## src/rtl/led_cmd_rx_pkg.sv

```systemverilog
`default_nettype none
// ============================================================================
// Module      : led_cmd_rx_pkg
// Description : Shared constants, state encodings and checksum helper for the
//               LED command receiver and the PWM brightness stage.
// Revision    : 1.0 - initial release
// ============================================================================
package led_cmd_rx_pkg;

  // Frame header byte that opens every command frame
  localparam logic [7:0] HDR_BYTE = 8'hA5;

  // Number of LED channels driven by the PWM stage
  localparam int NUM_LEDS = 8;

  // Width of the LED index field carried in a frame
  localparam int IDX_W = $clog2(NUM_LEDS);

  // Command parser states
  typedef enum logic [1:0] {
    ST_IDLE = 2'd0,
    ST_IDX  = 2'd1,
    ST_VAL  = 2'd2,
    ST_CHK  = 2'd3
  } parser_state_t;

  // Byte receiver states
  typedef enum logic [1:0] {
    RX_IDLE  = 2'd0,
    RX_START = 2'd1,
    RX_DATA  = 2'd2,
    RX_STOP  = 2'd3
  } rx_state_t;

  // Checksum of a frame: header XOR index XOR value
  function automatic logic [7:0] frame_checksum(input logic [IDX_W-1:0] idx,
                                                input logic [7:0]       val);
    return HDR_BYTE ^ {{(8-IDX_W){1'b0}}, idx} ^ val;
  endfunction

endpackage
`default_nettype wire

```

## src/rtl/led_cmd_rx_uart_rx.sv

```systemverilog
`default_nettype none
// ============================================================================
// Module      : uart_rx
// Description : 8N1 byte receiver. Synchronises the serial pin, detects the
//               start edge, samples each bit at mid-bit and reports either a
//               good byte or a framing error (stop bit low).
// Revision    : 1.0 - initial release
// ============================================================================
module uart_rx
  import led_cmd_rx_pkg::*;
#(
  parameter int CLKS_PER_BIT = 16
) (
  input  logic       clk,
  input  logic       rst_n,
  input  logic       rx,
  output logic       byte_valid,
  output logic [7:0] byte_data,
  output logic       frame_err
);

  localparam int              CNT_W     = (CLKS_PER_BIT > 1) ? $clog2(CLKS_PER_BIT) : 1;
  localparam logic [CNT_W-1:0] HALF_LAST = CNT_W'(CLKS_PER_BIT/2 - 1);
  localparam logic [CNT_W-1:0] FULL_LAST = CNT_W'(CLKS_PER_BIT - 1);

  logic             r_sync1;
  logic             r_sync2;
  logic             r_sync_prev;
  rx_state_t        r_state;
  logic [CNT_W-1:0] r_cnt;
  logic [2:0]       r_bit_cnt;
  logic [7:0]       r_shift;
  logic             r_byte_valid;
  logic             r_frame_err;
  logic             w_fall;

  // A start bit begins on a synchronised high-to-low transition
  assign w_fall = r_sync_prev & ~r_sync2;

  // Two-flop synchroniser plus one history flop for edge detection; idle-high
  always_ff @(posedge clk or negedge rst_n) begin
    if (!rst_n) begin
      r_sync1     <= 1'b1;
      r_sync2     <= 1'b1;
      r_sync_prev <= 1'b1;
    end else begin
      r_sync1     <= rx;
      r_sync2     <= r_sync1;
      r_sync_prev <= r_sync2;
    end
  end

  // Bit timer and shift register: half a bit to the start-bit centre, then full bits
  always_ff @(posedge clk or negedge rst_n) begin
    if (!rst_n) begin
      r_state      <= RX_IDLE;
      r_cnt        <= '0;
      r_bit_cnt    <= 3'd0;
      r_shift      <= 8'h00;
      r_byte_valid <= 1'b0;
      r_frame_err  <= 1'b0;
    end else begin
      r_byte_valid <= 1'b0;
      r_frame_err  <= 1'b0;
      case (r_state)
        RX_IDLE: begin
          if (w_fall) begin
            r_state <= RX_START;
            r_cnt   <= '0;
          end
        end
        RX_START: begin
          if (r_cnt == HALF_LAST) begin
            r_cnt <= '0;
            // A line already back high at mid-start is a glitch; drop it quietly
            if (r_sync2) begin
              r_state <= RX_IDLE;
            end else begin
              r_state   <= RX_DATA;
              r_bit_cnt <= 3'd0;
            end
          end else begin
            r_cnt <= r_cnt + 1'b1;
          end
        end
        RX_DATA: begin
          if (r_cnt == FULL_LAST) begin
            r_cnt   <= '0;
            r_shift <= {r_sync2, r_shift[7:1]};
            if (r_bit_cnt == 3'd7) begin
              r_state <= RX_STOP;
            end else begin
              r_bit_cnt <= r_bit_cnt + 3'd1;
            end
          end else begin
            r_cnt <= r_cnt + 1'b1;
          end
        end
        RX_STOP: begin
          if (r_cnt == FULL_LAST) begin
            r_cnt   <= '0;
            r_state <= RX_IDLE;
            if (r_sync2) begin
              r_byte_valid <= 1'b1;
            end else begin
              r_frame_err <= 1'b1;
            end
          end else begin
            r_cnt <= r_cnt + 1'b1;
          end
        end
        default: r_state <= RX_IDLE;
      endcase
    end
  end

  assign byte_valid = r_byte_valid;
  assign byte_data  = r_shift;
  assign frame_err  = r_frame_err;

endmodule
`default_nettype wire

```

## src/rtl/led_cmd_rx.sv

```systemverilog
`default_nettype none
// ============================================================================
// Module      : led_cmd_rx
// Description : UART command receiver for the LED PWM stage. Parses 4-byte
//               frames (A5, index, value, checksum) and issues a one-cycle
//               write strobe per valid frame; bad or stalled frames raise err.
// Revision    : 1.0 - initial release
// ============================================================================
module led_cmd_rx
  import led_cmd_rx_pkg::*;
#(
  parameter int CLK_FREQ     = 25_000_000,
  parameter int BAUD         = 115_200,
  parameter int TIMEOUT_BITS = 40
) (
  input  logic       clk,
  input  logic       rst_n,
  input  logic       rx,
  output logic       wr_en,
  output logic [2:0] wr_idx,
  output logic [7:0] wr_data,
  output logic       err,
  output logic [7:0] cmd_count
);

  localparam int CLKS_PER_BIT = CLK_FREQ / BAUD;
  localparam int TIMEOUT_CLKS = TIMEOUT_BITS * CLKS_PER_BIT;
  localparam int TO_W         = $clog2(TIMEOUT_CLKS + 1);
  localparam logic [TO_W-1:0] TO_LAST = TO_W'(TIMEOUT_CLKS - 1);

  logic             w_byte_valid;
  logic [7:0]       w_byte_data;
  logic             w_frame_err;
  logic             w_timeout;

  parser_state_t    r_state;
  logic [TO_W-1:0]  r_to_cnt;
  logic [IDX_W-1:0] r_idx_buf;
  logic [7:0]       r_val_buf;
  logic             r_wr_en;
  logic [2:0]       r_wr_idx;
  logic [7:0]       r_wr_data;
  logic             r_err;
  logic [7:0]       r_cmd_count;

  uart_rx #(
    .CLKS_PER_BIT (CLKS_PER_BIT)
  ) u_uart_rx (
    .clk        (clk),
    .rst_n      (rst_n),
    .rx         (rx),
    .byte_valid (w_byte_valid),
    .byte_data  (w_byte_data),
    .frame_err  (w_frame_err)
  );

  // The inter-byte window expires on its last count unless a byte lands that cycle
  assign w_timeout = (r_state != ST_IDLE) && !w_byte_valid && (r_to_cnt == TO_LAST);

  // Inter-byte timeout counter: runs only mid-frame, restarts on every good byte
  always_ff @(posedge clk or negedge rst_n) begin
    if (!rst_n) begin
      r_to_cnt <= '0;
    end else if ((r_state == ST_IDLE) || w_byte_valid) begin
      r_to_cnt <= '0;
    end else begin
      r_to_cnt <= r_to_cnt + 1'b1;
    end
  end

  // Frame parser with registered strobes; framing error and timeout share one err pulse
  always_ff @(posedge clk or negedge rst_n) begin
    if (!rst_n) begin
      r_state     <= ST_IDLE;
      r_idx_buf   <= '0;
      r_val_buf   <= 8'h00;
      r_wr_en     <= 1'b0;
      r_wr_idx    <= 3'd0;
      r_wr_data   <= 8'h00;
      r_err       <= 1'b0;
      r_cmd_count <= 8'h00;
    end else begin
      r_wr_en <= 1'b0;
      r_err   <= 1'b0;
      if (w_frame_err || w_timeout) begin
        r_err   <= 1'b1;
        r_state <= ST_IDLE;
      end else if (w_byte_valid) begin
        case (r_state)
          ST_IDLE: begin
            if (w_byte_data == HDR_BYTE) begin
              r_state <= ST_IDX;
            end
          end
          ST_IDX: begin
            // An out-of-range index (including a repeated header) kills the frame
            if (w_byte_data[7:IDX_W] != '0) begin
              r_err   <= 1'b1;
              r_state <= ST_IDLE;
            end else begin
              r_idx_buf <= w_byte_data[IDX_W-1:0];
              r_state   <= ST_VAL;
            end
          end
          ST_VAL: begin
            r_val_buf <= w_byte_data;
            r_state   <= ST_CHK;
          end
          ST_CHK: begin
            if (w_byte_data == frame_checksum(r_idx_buf, r_val_buf)) begin
              r_wr_en     <= 1'b1;
              r_wr_idx    <= r_idx_buf;
              r_wr_data   <= r_val_buf;
              r_cmd_count <= r_cmd_count + 8'd1;
            end else begin
              r_err <= 1'b1;
            end
            r_state <= ST_IDLE;
          end
          default: r_state <= ST_IDLE;
        endcase
      end
    end
  end

  assign wr_en     = r_wr_en;
  assign wr_idx    = r_wr_idx;
  assign wr_data   = r_wr_data;
  assign err       = r_err;
  assign cmd_count = r_cmd_count;

endmodule
`default_nettype wire
```

## config.mk

```make
export PLATFORM = sky130hd
export DESIGN_NAME = led_cmd_rx
export DESIGN_NICKNAME = d
export VERILOG_FILES = /design/src/rtl/led_cmd_rx_pkg.sv /design/src/rtl/led_cmd_rx_uart_rx.sv /design/src/rtl/led_cmd_rx.sv
export SDC_FILE = /design/constraint.sdc
export NUM_CORES = 1
export LEC_CHECK = 0
export BUFFER_PORTS_ARGS = -buffer_cell sky130_fd_sc_hd__buf_2
export CAP_MARGIN = 30
export CORE_ASPECT_RATIO = 0.9
export CORE_MARGIN = 10
export CORE_UTILIZATION = 62
export CTS_CLUSTER_DIAMETER = 40
export DETAILED_ROUTE_END_ITERATION = 12
export PLACE_DENSITY = 0.8
export SYNTH_ARGS = -nofsm -noshare
export SYNTH_HDL_FRONTEND = slang
export SYNTH_SLANG_ARGS = --single-unit
```

## constraint.sdc

```tcl
create_clock -name clk -period 5.11 [get_ports clk]
set_clock_uncertainty 0.05 [all_clocks]
set_input_delay 0.511 -clock clk [delete_from_list [all_inputs] [get_ports clk]]
set_output_delay 0.511 -clock clk [all_outputs]
set_load 0.05 [all_outputs]
```

==> reports/results.ini, run 1 <==
[synthesis]
synth_common_cells = dfrtp_1 (71), mux2_2 (31), nand2_1 (26)
synth_cells = 282
yosys-top-cells-area = dfrtp_1 (53%), mux2_2 (10%), xnor2_1 (3.1%)
async_reset_ff_share_pct = 100
synth_seq_cells = 74
synth_cell_types = 44
yosysMostFrequentCell = dfrtp_1
yosysTopAreaCell = dfrtp_1
ys_seq_area_share_pct = 55.1
synth_edf_count = 0
yosysWarnings = 0
synth_nets = 291
synth_area_per_cell_sq_um = 11.9
synth_top_cell_area_share_pct = 52.7
synthFlopType = dfrtp_1
syn_area_sq_um = 3370

[routing]
topRoutingLayerUsed = met4
wl_met2_um = 2970
drtIter0Drc = 91
vias_per_cell = 5.79
routed_wl_um = 6140
wire_per_inst_um = 15.9
route.met3.wl_um = 317
drc = 0
antenna_left = 0
first_pass_iters = 4
met1_length_um = 2790
vias = 2236

[floorplan]
rows = 25
io_pins = 24
die_x_um = 97.7
initial_utilization_pct = 64.1
dieArea_sq_um = 8790
die_y_um = 89.9
coreArea_sq_um = 5260

[global_route]
antenna_found_initial = 0
grt-ovfl-total = 0
grt_max_degree = 45
grt_pass1_wl_um = 10800
grt_use_total_pct = 14.7
first_global_vias = 2248

[placement]
numPortBuffers = 23
place_area_sq_um = 3560
place_congestion = 0.803
dpl.hpwl_um = 4220

[cts]
cts_max_level = 3
clkSinkCount = 74
holdBufCountCts = 0
clockBufferDepth = 2
clkTransAtPathRegs_ns = 0.08
cts-root-buf = clkbuf_8
insertion_delay_ns = 0.34
postCtsResizedCells = 0
cts-buffers-inserted = 9
postCtsSetupBuffers = 0
cts_tree = done

[sta]
timing.slew.headroom_pct = 50.2
finalSetupTns_ns = 0
min_period_ns = 2.36
fmax_ghz = 0.424
rsz0062_at_grt = false
hold_violations = 0
finalSetupViolCount = 0
tightestPinTransition_ns = 0.741
drv_slew = 0
period_share_pct = 46.2

[hold_path]
hold_class = primary input to async pin

[power]
vdd_drop_max_v = 0.000288
finalPower_mw = 1.24
p_leak_nw = 1.85
powerDensity_nw_per_um2 = 327

[layout]
nets = 323
drive_above_1_share_pct = 25.4
syn_to_final_growth_pct = 12.8
stdcell_area_sq_um = 3800
antenna_cells = 0

[worst_setup_path]
crit_fanout = 13
start_kind = flip-flop
required_ns = 5.29
worstPathArrival_ns = 2.54
cp-end-kind = flip-flop
crit_type = flip-flop to flip-flop
r2r_setup_slack_ns = 2.75

[job]
drv_cap = 0

[status]
status = complete, no violations

[routing by layer]
| layer | global-route usage (%) | vias to the layer above |
|---|---|---|
| li1 | - | 1066 |
| met1 | 18.0 | 1113 |
| met2 | 23.2 | 51 |
| met3 | 6.04 | 6 |
| met4 | 4.12 | 0 |
| met5 | 0 | - |
[registers in the layout (all words and copies together), names as in the netlist, 2 cells and up, named ones only]
name	flops
u_uart_rx.r_cnt	8
r_idx_buf	3
r_to_cnt	14
u_uart_rx.r_bit_cnt	3
r_val_buf	8
u_uart_rx.byte_data	8
wr_idx	3
cmd_count	8
wr_data	8
r_state	2
[kinds of logic (layout without fill, tap and decap cells)]
family	Yosys count	after routing	synth area share, %
AO/OA/AOI/OAI	32	32	6.13
XOR/XNOR	27	27	8.32
adder cells (fa/ha/maj)	6	6	2.23
buffers and inverters	14	51	2.01
flip-flops	74	74	55.1
multiplexers	31	31	10.4
AND/OR/NAND/NOR	98	98	15.9
[area by class of cell]
type	instances	area, sq um
clock buffer	10	128
clock inverter	6	113
fill	361	1460
inverter	9	33.8
multi-input combinational	194	1450
sequential	74	1860
tap	67	83.8
timing repair buffer	26	141
[cells in the final DEF (no fill, tap or decap), drive strengths merged, types with 2 or more instances in the layout]
master  count
xor3        2
nand3b      2
nor2       19
a21oi       2
and3        5
buf        26
nor3        5
xor2       12
inv        11
nand2      26
nor4        8
nand4       7
nand2b      3
xnor2      12
dfrtp      71
dfstp       3
nor3b       2
or3         4
o21ai      15
bufinv      3
mux2       31
nand3      13
clkbuf     10
ha          6
a21boi      2
a21o        3
[metrics by stage]
| stage | hold WS, ns | worst slack [ns] | util, % | instances |
|---|---|---|---|---|
| finish | 0.137 | 2.75 | 72.3 | 386 |
| global route | 0.178 | 2.64 | 72.3 | 386 |
| CTS | 0.151 | 2.76 | 72.3 | 386 |
| detailed placement | 0.304 | 2.77 | 67.7 | 370 |
| global placement | 0.296 | 2.59 | 67.4 | 368 |
| floorplan | 0.165 | 3.22 | - | 282 |
[critical path, stage by stage (launching register included)]
cell and delay (ns):
dfrtp_1 0.42, xor3_1 0.44, nand3_2 0.12, nor4b_4 0.61, buf_6 0.26, mux2_2 0.35
[report_power, final]
group          switching [mW]  total [mW]  internal [mW]
Combinational          0.0560      0.0838         0.0277
Clock                   0.214       0.541          0.327
Sequential             0.0187       0.618          0.599
[worst paths after layout]
path / endpoint / from / cells past startpoint
max in group asynchronous: u_uart_rx.r_sync_prev / rst_n / 2
min in group clk: u_uart_rx.r_sync1 / rx / 1
worst max register to register: cmd_count[1] / u_uart_rx.byte_data[0] / 5
worst min-delay path: r_to_cnt[7] / rst_n / 1
worst min register to register: u_uart_rx.r_sync2 / u_uart_rx.r_sync1 / 0
worst max-delay path: cmd_count[1] / u_uart_rx.byte_data[0] / 5
(Power assumes the default switching activity.)
==> run 2: changes to the inputs <==
Settings changed: ABC_AREA from default to 1, CORE_UTILIZATION 62 to 60, PLACE_DENSITY 0.8 to 0.77.
Clock period 5.11 ns to 2.2 ns, I/O delays scaled along.
==> run 2 against run 1 <==
  * Synthesized area is 7.2% higher
  * Critical path depth increased by 5
  * Global-route usage up 1.0 points
  * Critical endpoint is now wr_data[0]
==> reports/results.ini, run 2 <==
[routing]
drc = 0  ; unchanged
routed_wl_um = 6920  ; +13%
antenna_left = 0  ; unchanged
vias = 2807  ; +26%
first_pass_iters = 4  ; unchanged
drtIter0Drc = 139  ; +53%
wire_per_inst_um = 12.8  ; -20%
vias_per_cell = 5.18  ; -11%

[cts]
cts_max_level = 3  ; unchanged
cts-root-buf = clkbuf_8
clockBufferDepth = 2  ; unchanged
cts-buffers-inserted = 9  ; unchanged
clkTransAtPathRegs_ns = 0.08  ; about the same
postCtsSetupBuffers = 0  ; unchanged
insertion_delay_ns = 0.35  ; about the same
postCtsResizedCells = 0  ; unchanged
clkSinkCount = 74  ; unchanged
cts_tree = done
holdBufCountCts = 2  ; +2

[global_route]
first_global_vias = 2730  ; +21%
grt_max_degree = 38  ; -16%
grt_pass1_wl_um = 12200  ; +13%
grt-ovfl-total = 0  ; unchanged
grt_use_total_pct = 15.7  ; +1.0 points
antenna_found_initial = 0  ; unchanged

[sta]
rsz0062_at_grt = false
period_share_pct = 80.0  ; +34 points
finalSetupTns_ns = 0  ; unchanged
timing.slew.headroom_pct = 64.7  ; +14 points
min_period_ns = 1.76  ; -0.601 ns
finalSetupViolCount = 0  ; unchanged
tightestPinTransition_ns = 0.529  ; -0.212 ns
fmax_ghz = 0.568  ; +34%
drv_slew = 0  ; unchanged
hold_violations = 0  ; unchanged

[power]
powerDensity_nw_per_um2 = 729  ; +120%
finalPower_mw = 2.92  ; +130%
vdd_drop_max_v = 0.000729  ; +150%
p_leak_nw = 2.01  ; +9.0%

[worst_setup_path]
cp_slowest_cell = dfrtp_1
crit_fanout = 20  ; +7
crit_type = flip-flop to flip-flop
start_kind = flip-flop
required_ns = 2.39  ; -2.90 ns
crit_chain = inv_2 -> nand2_1 -> nand3_1 -> nand2_1 -> nor2_1 -> nand2_1 -> nor2_4 -> nand2_4 -> nand2_1 -> o21ai_2
worstPathArrival_ns = 1.95  ; -0.59 ns
critPathMostFrequentCell = nand2_1
cp-end-kind = flip-flop
cp_slowest_stage_delay_ns = 0.42  ; -0.19 ns

[layout]
antenna_cells = 0  ; unchanged
fill_cells = 460  ; +27%
most-common-layout-cells = nand2_1 (115), dfrtp_1 (71), inv_1 (52)
final_common_cell = nand2_1
multiInputGateArea_sq_um = 1470  ; +1.8%
postLayoutCoreUtil_pct = 69.5  ; -2.8 points
nets = 476  ; +47%
seqCellArea_sq_um = 1860  ; unchanged
syn_to_final_growth_pct = 10.8
largest_register_ffs = 14  ; unchanged
largest_register = r_to_cnt
drive_above_1_share_pct = 15.0  ; -10 points

[placement]
dpl.hpwl_um = 5060  ; +20%
numPortBuffers = 23  ; unchanged
place_congestion = 0.879  ; +9.4%

[synthesis]
yosysMostFrequentCell = nand2_1
yosysTopAreaCell = dfrtp_1
synth_top_cell_area_share_pct = 49.2  ; -3.5 points
yosys-top-cells-area = dfrtp_1 (49%), nand2_1 (12%), inv_1 (5.4%)
syn_area_sq_um = 3610  ; +7.2%
async_reset_ff_share_pct = 100  ; unchanged
synth_edf_count = 0  ; unchanged
synth_nets = 444  ; +53%
synthFlopType = dfrtp_1
synth_cell_types = 29  ; -34%
synth_cells = 435  ; +54%
synth_seq_cells = 74  ; unchanged
synth_common_cells = nand2_1 (115), dfrtp_1 (71), inv_1 (52)
synth_area_per_cell_sq_um = 8.30  ; -31%
yosysWarnings = 0  ; unchanged
ys_seq_area_share_pct = 51.4  ; -3.7 points

[floorplan]
rows = 26  ; +4.0%
coreArea_sq_um = 5760  ; +9.6%
die_x_um = 102  ; +4.2%
dieArea_sq_um = 9530  ; +8.4%
die_y_um = 93.6  ; +4.1%
io_pins = 24  ; unchanged
initial_utilization_pct = 62.7  ; -1.4 points

[job]
drv_cap = 0  ; unchanged

[status]
status = complete, no violations

[hold_path]
hold_class = primary input to async pin

-- run 2: final timing paths --
kind	endpoint	cells after the start	slack, ns	from
max	wr_data[0]	10	0.44	r_val_buf[2]
min	r_to_cnt[8]	2	0.25	rst_n
min reg2reg	u_uart_rx.r_sync2	0	0.31	u_uart_rx.r_sync1
max in group asynchronous	u_uart_rx.r_sync1	3	1.16	rst_n
min in group clk	u_uart_rx.r_sync2	0	0.31	u_uart_rx.r_sync1
max reg2reg	wr_data[0]	10	0.44	r_val_buf[2]
-- run 2: through the flow --
| step | setup slack (ns) | hold slack, ns | std cells | area, sq um |
|---|---|---|---|---|
| floorplan | 0.579 | -0.126 | 435 | 3610 |
| global placement | 0.536 | 0.0948 | 524 | 3790 |
| detailed placement | 0.463 | 0.0976 | 524 | 3790 |
| CTS | 0.444 | 0.254 | 542 | 4000 |
| global route | 0.285 | 0.271 | 542 | 4000 |
| finish | 0.440 | 0.252 | 542 | 4000 |
-- run 2: layer usage --
metal | routed length [um] | part of all wire (%) | up-vias | track usage (%)
li1 | - | - | 1465 | -
met1 | 3440 | 50 | 1269 | 20.7
met2 | 3000 | 43 | 65 | 23.6
met3 | 391 | 5.7 | 8 | 5.52
met4 | 80 | 1.2 | 0 | 5.12
met5 | 0 | 0 | - | 0
-- run 2: worst max-delay path, delay by kind of cell (launching register included) --
kind | cells | cell delay (ns)
compound gates | 1 | 0.06
flops | 1 | 0.42
buf+inv | 1 | 0.09
simple gates | 8 | 1.02
-- run 2: cells by family after synthesis --
kind of cell,Yosys count,synth area share (%)
xor gates and xnor gates,13,3.15
buffers and inverters,67,7.87
AOI/OAI and AO/OA,59,9.67
and+or+nand+nor,216,25.8
adders and majority gates,6,2.08
DFF,74,51.4
-- run 2: where the power goes --
group / internal, mW / switching [mW]
Sequential: 1.42 / 0.0697
Clock: 0.558 / 0.499
Combinational: 0.125 / 0.250
Total: 2.10 / 0.818
-- run 2: layout make-up --
type                    count  share of cell area, %
multi-input cells         294                   36.8
repair buffers             27                   4.06
well taps                  70                   2.19
clock buffers              12                   3.63
clock inverters             4                   1.28
flip-flops and latches     74                   46.4
inverters                  61                   5.72
